<file path="src/rtl/rtc_field_editor.sv">
// Shadow-copy editor for N two-digit BCD time/date fields. Edits are stepped per press or by
// hold-to-repeat. The shadow is range-checked continuously and committed in one write strobe.
module rtc_field_editor #(
  parameter int unsigned NUM_FIELDS = 6,
  parameter logic [8*NUM_FIELDS-1:0] FIELD_MIN = {8'h00, 8'h01, 8'h01, 8'h00, 8'h00, 8'h00},
  parameter logic [8*NUM_FIELDS-1:0] FIELD_MAX = {8'h99, 8'h12, 8'h31, 8'h23, 8'h59, 8'h59},
  parameter int unsigned HOUR_IDX = 2,
  parameter int unsigned DAY_IDX = 3,
  parameter int unsigned MONTH_IDX = 4,
  parameter int unsigned YEAR_IDX = 5,
  parameter int unsigned HOLD_CYCLES = 50000000,
  parameter int unsigned REPEAT_CYCLES = 10000000,
  parameter int unsigned TIMEOUT_CYCLES = 1000000000,
  localparam int unsigned SelW = (NUM_FIELDS > 1) ? $clog2(NUM_FIELDS) : 1,
  localparam int unsigned DataW = 8 * NUM_FIELDS
) (
  input  logic             clk_i,
  input  logic             reset_i,
  input  logic             escribe_i,
  input  logic             aumenta_i,
  input  logic             disminuye_i,
  input  logic             corre_der_i,
  input  logic             corre_izq_i,
  input  logic             doce_24_i,
  input  logic             commit_i,
  input  logic             abort_i,
  input  logic [DataW-1:0] cur_values_i,
  output logic             editing_o,
  output logic [SelW-1:0]  field_sel_o,
  output logic [DataW-1:0] edit_values_o,
  output logic             wr_valid_o,
  output logic [DataW-1:0] wr_data_o
);

  localparam bit HourEn = HOUR_IDX < NUM_FIELDS;
  localparam bit DateEn = (DAY_IDX < NUM_FIELDS) && (MONTH_IDX < NUM_FIELDS) &&
                          (YEAR_IDX < NUM_FIELDS);
  localparam int HourI = HourEn ? int'(HOUR_IDX) : 0;
  localparam int DayI  = DateEn ? int'(DAY_IDX) : 0;
  localparam int MonI  = DateEn ? int'(MONTH_IDX) : 0;
  localparam int YrI   = DateEn ? int'(YEAR_IDX) : 0;

  typedef enum logic [1:0] {StIdle, StLoad, StEdit} state_e;

  function automatic logic [7:0] bcd_inc(input logic [7:0] v);
    return (v[3:0] == 4'd9) ? {v[7:4] + 4'd1, 4'd0} : {v[7:4], v[3:0] + 4'd1};
  endfunction

  function automatic logic [7:0] bcd_dec(input logic [7:0] v);
    return (v[3:0] == 4'd0) ? {v[7:4] - 4'd1, 4'd9} : {v[7:4], v[3:0] - 4'd1};
  endfunction

  function automatic logic is_bcd(input logic [7:0] v);
    return (v[7:4] <= 4'd9) && (v[3:0] <= 4'd9);
  endfunction

  state_e          state_q;
  logic [7:0]      shadow_q [NUM_FIELDS];
  logic [SelW-1:0] sel_q, sel_d;
  logic            editing_q, wr_valid_q;
  logic [DataW-1:0] wr_data_q;
  logic [31:0]     hold_q, rep_q, to_q;
  logic [6:0]      btn, btn_q, btn_e;

  logic [7:0] lo [NUM_FIELDS];
  logic [7:0] hi_base [NUM_FIELDS];
  logic [7:0] hi [NUM_FIELDS];
  logic [7:0] loaded [NUM_FIELDS];
  logic [7:0] fixed [NUM_FIELDS];
  logic [7:0] next_sh [NUM_FIELDS];
  logic [7:0] day_max, mon, yr, cur_f, step_val;
  logic       leap, up_only, dn_only, held, rep_fire, step_up, step_dn, move_r, move_l, any_e;

  // Bit order: escribe, aumenta, disminuye, corre_der, corre_izq, commit, abort.
  assign btn   = {abort_i, commit_i, corre_izq_i, corre_der_i, disminuye_i, aumenta_i, escribe_i};
  assign btn_e = btn & ~btn_q;
  assign any_e = |btn_e;

  always_comb begin
    mon = shadow_q[MonI];
    yr  = shadow_q[YrI];
    // year % 4 == 0 on BCD digits: 10*t + u is a multiple of 4 iff (2*t + u) is.
    leap = yr[4] ? (yr[3:0] == 4'd2 || yr[3:0] == 4'd6)
                 : (yr[3:0] == 4'd0 || yr[3:0] == 4'd4 || yr[3:0] == 4'd8);
    case (mon)
      8'h04, 8'h06, 8'h09, 8'h11: day_max = 8'h30;
      8'h02:                      day_max = leap ? 8'h29 : 8'h28;
      default:                    day_max = 8'h31;
    endcase
  end

  always_comb begin
    for (int i = 0; i < NUM_FIELDS; i++) begin
      lo[i]      = FIELD_MIN[8*i +: 8];
      hi_base[i] = FIELD_MAX[8*i +: 8];
      if (HourEn && i == HourI) begin
        lo[i]      = doce_24_i ? 8'h01 : 8'h00;
        hi_base[i] = doce_24_i ? 8'h12 : 8'h23;
      end
      hi[i] = hi_base[i];
      if (DateEn && i == DayI) hi[i] = day_max;

      loaded[i] = cur_values_i[8*i +: 8];
      if (!is_bcd(loaded[i]) || loaded[i] < lo[i] || loaded[i] > hi_base[i]) loaded[i] = lo[i];

      fixed[i] = shadow_q[i];
      if (HourEn && i == HourI && (fixed[i] < lo[i] || fixed[i] > hi[i])) fixed[i] = lo[i];
      if (DateEn && i == DayI && fixed[i] > hi[i]) fixed[i] = hi[i];
    end
  end

  always_comb begin
    up_only  = aumenta_i & ~disminuye_i;
    dn_only  = disminuye_i & ~aumenta_i;
    held     = up_only | dn_only;
    rep_fire = held && !btn_e[1] && !btn_e[2] && (hold_q >= HOLD_CYCLES) &&
               (rep_q == 32'(REPEAT_CYCLES - 1));
    step_up  = (btn_e[1] & ~disminuye_i) | (rep_fire & up_only);
    step_dn  = (btn_e[2] & ~aumenta_i) | (rep_fire & dn_only);
    move_r   = !(step_up || step_dn) && btn_e[3] && !corre_izq_i;
    move_l   = !(step_up || step_dn) && btn_e[4] && !corre_der_i;

    cur_f    = fixed[sel_q];
    step_val = cur_f;
    if (step_up) step_val = (cur_f >= hi[sel_q]) ? lo[sel_q] : bcd_inc(cur_f);
    if (step_dn) step_val = (cur_f <= lo[sel_q]) ? hi[sel_q] : bcd_dec(cur_f);
    next_sh        = fixed;
    next_sh[sel_q] = step_val;

    sel_d = sel_q;
    if (move_r) sel_d = (sel_q == SelW'(NUM_FIELDS - 1)) ? '0 : sel_q + 1'b1;
    if (move_l) sel_d = (sel_q == '0) ? SelW'(NUM_FIELDS - 1) : sel_q - 1'b1;
  end

  always_comb begin
    for (int i = 0; i < NUM_FIELDS; i++) edit_values_o[8*i +: 8] = shadow_q[i];
  end

  always_ff @(posedge clk_i) begin
    if (reset_i) begin
      state_q    <= StIdle;
      shadow_q   <= '{default: '0};
      sel_q      <= '0;
      editing_q  <= 1'b0;
      wr_valid_q <= 1'b0;
      wr_data_q  <= '0;
      hold_q     <= '0;
      rep_q      <= '0;
      to_q       <= '0;
      btn_q      <= '0;
    end else begin
      btn_q      <= btn;
      wr_valid_q <= 1'b0;
      unique case (state_q)
        StIdle: begin
          hold_q <= '0;
          rep_q  <= '0;
          to_q   <= '0;
          if (btn_e[0]) begin
            state_q   <= StLoad;
            editing_q <= 1'b1;
          end
        end
        StLoad: begin
          shadow_q <= loaded;
          sel_q    <= '0;
          state_q  <= StEdit;
        end
        StEdit: begin
          if (btn_e[5]) begin
            wr_data_q  <= edit_values_o;
            wr_valid_q <= 1'b1;
            state_q    <= StIdle;
            editing_q  <= 1'b0;
          end else if (btn_e[6] || (!any_e && to_q >= 32'(TIMEOUT_CYCLES - 1))) begin
            state_q   <= StIdle;
            editing_q <= 1'b0;
          end else begin
            shadow_q <= next_sh;
            sel_q    <= sel_d;
            to_q     <= any_e ? '0 : to_q + 32'd1;
            // Repeat starts REPEAT_CYCLES after the hold interval has elapsed.
            if (btn_e[1] || btn_e[2] || move_r || move_l || !held) begin
              hold_q <= '0;
              rep_q  <= '0;
            end else if (hold_q < HOLD_CYCLES) begin
              hold_q <= hold_q + 32'd1;
            end else if (rep_fire) begin
              rep_q <= '0;
            end else begin
              rep_q <= rep_q + 32'd1;
            end
          end
        end
        default: state_q <= StIdle;
      endcase
    end
  end

  assign editing_o   = editing_q;
  assign field_sel_o = sel_q;
  assign wr_valid_o  = wr_valid_q;
  assign wr_data_o   = wr_data_q;

endmodule
</file>
<file path="config.mk">
export PLATFORM = sky130hd
export DESIGN_NAME = rtc_field_editor
export DESIGN_NICKNAME = d
export VERILOG_FILES = /design/src/rtl/rtc_field_editor.sv
export SDC_FILE = /design/constraint.sdc
export NUM_CORES = 1
export LEC_CHECK = 0
export BUFFER_PORTS_ARGS = -buffer_cell sky130_fd_sc_hd__clkbuf_2
export CAP_MARGIN = 5
export CORE_UTILIZATION = 33
export DETAILED_ROUTE_END_ITERATION = 8
export GPL_ROUTABILITY_DRIVEN = 0
export PLACE_DENSITY = 0.49
export SLEW_MARGIN = 20
export SYNTH_ARGS = -nofsm -noshare
export SYNTH_HDL_FRONTEND = slang
export SYNTH_SLANG_ARGS = --single-unit
</file>
<file path="constraint.sdc">
create_clock -name clk_i -period 7.8 [get_ports clk_i]
set_input_delay 0.78 -clock clk_i [delete_from_list [all_inputs] [get_ports clk_i]]
set_output_delay 0.78 -clock clk_i [all_outputs]
set_load 0.05 [all_outputs]
</file>
==> results.cfg <==
[grt]
antenna_found_initial = 3
grt_max_degree = 50
track_usage_pct = 21.6
grt_pass1_wl_um = 62000
grt-ovfl-total = 0
grt_pass1_vias = 10900

[run_status]
status = finished clean

[floorplanning]
start_util_pct = 33.4
dieWidth_um = 189
dieArea_mm2 = 0.0357
num_io_pins = 159
num_rows = 68
design.core.area_mm2 = 0.0345
die_y_um = 189

[synth]
synth_compound_area_share_pct = 23.1
synth_async_sr_flop_share_pct = 0
synth_top_area_share_pct = 35.8
syn_area_per_cell_um2 = 7.77
ys_warn_count = 0
ys_types = 91
synth_top_family_by_area = simple AND/OR/NAND/NOR gates
synth_xor_area_share_pct = 3.50
yosysMostFrequentCell = dfxtp_1
synth_fa_ha_area_share_pct = 3.04
yosys.area.top_type = dfxtp_1
ys_top_cells_by_count = dfxtp_1, nand2_1, a21oi_1, nor2_1, o21ai_0
synthTopCellsByArea = dfxtp_1, a21oi_1, nand2_1
synth_seq_cells = 206
synthFlopType = dfxtp_1
yosysSeqAreaShare_pct = 35.8
synth_edf_count = 0
syn-num-nets = 1570
synthesis.area_mm2 = 0.0115
synth_mux_area_share_pct = 2.20
synthSimpleGateAreaFrac_pct = 28.3
synthCells = 1484

[timing]
fin_skew_ns = 0.0123
relSlewSlack_pct = 23.3
fmax_mhz = 154
hold_violations = 0
rsz0062_at_grt = false
period_share_pct = 83.4
slew_violations = 0
setup_tns_ns = 0
whs_ns = 0.452
fin_crit_ns = 6.50
setup_violations = 0
tightest_slew_ns = 1.15

[job]
cap_violations = 0

[clock_network]
cts_max_level = 1
numCtsBuffers = 25
holdBufCountCts = 0
cts_resized = 0
cts_post_setup_buffers_inserted = 0
cts_max_path_buffers = 3
worstSkewPairLatency_ns = 0.54
cts_root_buf = clkbuf_16
cts_tree = done
cts.clk_slew.worst_paths_ns = 0.07
cts_sinks = 206

[route]
wirelength_um = 39300
vias = 11600
drt_iter0_drc = 926
detail_route.first_pass.iterations = 5
ant_nets = 0
routedWlPerCell_um = 18.9
avgViaCountPerCell = 5.59
drcViolationCount = 0

[finish]
post-route-util_pct = 39.4
design_area_mm2 = 0.0136
final_nets = 1693
areaGrowthSynthToFinish_pct = 17.9
post_route_cells_drive_above_1_share_pct = 16.4

[placed_design]
port_buffers = 158
dpl_cell_area_mm2 = 0.0127
hpwl_um = 28000

[power]
pwr-share-seq_pct = 41.3
p_sw_uw = 733
internal_power_mw = 1.92
ir_drop_mv = 0.139
p_leak_nw = 4.96
comb_power_share_pct = 12.0
power_density_mw_per_mm2 = 195
clkPwrFrac_pct = 46.7
swShare_pct = 27.7
power_mw = 2.65

[worst_setup_path]
critPathCaptureType = flop
crit_type = reg2reg
critPathMaxStageDelay_ns = 0.54
required_ns = 8.24
worstPathCellList = or3_1, or3_1, o22ai_2, inv_1, ha_1, a32oi_1, o32ai_4, nor3_1, o31a_1, clkinv_2, ha_1, nor2b_1, o21ai_0, a221o_1, a21oi_1, o21ai_0, or4_1, nand3_1, nand3_1, a311oi_1
critical-path-slowest-cell = or4_1
worst_ep_arrival_time_ns = 6.94
cp_max_fo = 20
worstSetupStartpointType = flop

[worst_hold_path]
worstHoldPathType = reg2reg
## flip-flops by register name (all words and copies together) (netlist names)
name / flops
wr_data_o: 48
to_q: 32
hold_q: 32
yr: 8
wr_valid_o: 1
rep_q: 32
btn_q: 7
state_q: 2
editing_o: 1
edit_values_o: 32
field_sel_o: 3
mon: 8
## final cells by class
type / count / area (um2)
clock inverter: 9 / 124
multi-input combinational: 1160 / 6940
antenna: 1 / 2.50
tap: 455 / 569
sequential: 206 / 4120
clock buffer: 36 / 747
fill: 3611 / 20900
timing repair buffer: 178 / 943
inverter: 36 / 139
## kinds of logic (layout without fill, tap and decap cells)
logic type | Yosys count | in the layout
other cells | 0 | 1
fa+ha+maj | 28 | 28
xor+xnor | 46 | 46
flops | 206 | 206
buf+inv | 118 | 259
mux | 21 | 21
simple gates | 655 | 655
compound gates | 410 | 410
## power by group through the flow
stage / clock network [mW] / logic, mW / registers (mW)
after floorplan: 0 / 0.172 / 1.15
after global placement: 0 / 0.314 / 1.12
after detailed placement: 0 / 0.313 / 1.12
after CTS: 1.27 / 0.315 / 1.09
after global routing: 1.31 / 0.342 / 1.10
final: 1.24 / 0.318 / 1.09
## layer usage
metal | part of all wire [%] | track usage (%) | vias to the layer above
li1 | - | - | 5659
met1 | 46 | 29.7 | 5500
met2 | 45 | 34.6 | 395
met3 | 6.0 | 3.34 | 78
met4 | 3.3 | 7.10 | 2
met5 | 0.030 | 0 | -
## path summary, 6_finish.rpt
kind | depth (start not counted) | slack (ns) | from | endpoint
worst max-delay path | 20 | 1.30 | mon[5] | edit_values_o[26]
worst min-delay path | 2 | 0.45 | wr_data_o[17] | wr_data_o[17]
worst max register to register | 20 | 1.30 | mon[5] | edit_values_o[26]
worst min register to register | 2 | 0.45 | wr_data_o[17] | wr_data_o[17]
## metrics by stage
| stage | worst slack [ns] | std cells |
|---|---|---|
| after global routing | 0.933 | 2080 |
| after global placement | 1.67 | 2035 |
| after detailed placement | 1.54 | 2035 |
| after floorplan | 2.31 | 1484 |
| after CTS | 1.44 | 2080 |
| final | 1.30 | 2081 |
## critical path: cells and delay by family (launching register included)
kind / cells / cell delay, ns
AO/OA/AOI/OAI: 9 / 2.52
adder cells (fa/ha/maj): 2 / 0.65
buffers and inverters: 2 / 0.44
flip-flops: 1 / 0.34
AND/OR/NAND/NOR: 7 / 2.44
## placed cells by master (no fill, tap or decap), types with 31 or more instances in the layout
cell type and count:
nor2_1 141, inv_1 31, nand2_1 197, and3_1 36, nand3_1 55, clkbuf_2 157, a21oi_1 157, nor3_1 39
dfxtp_1 206, o21ai_0 89
Power figures use the tool's default switching activity.
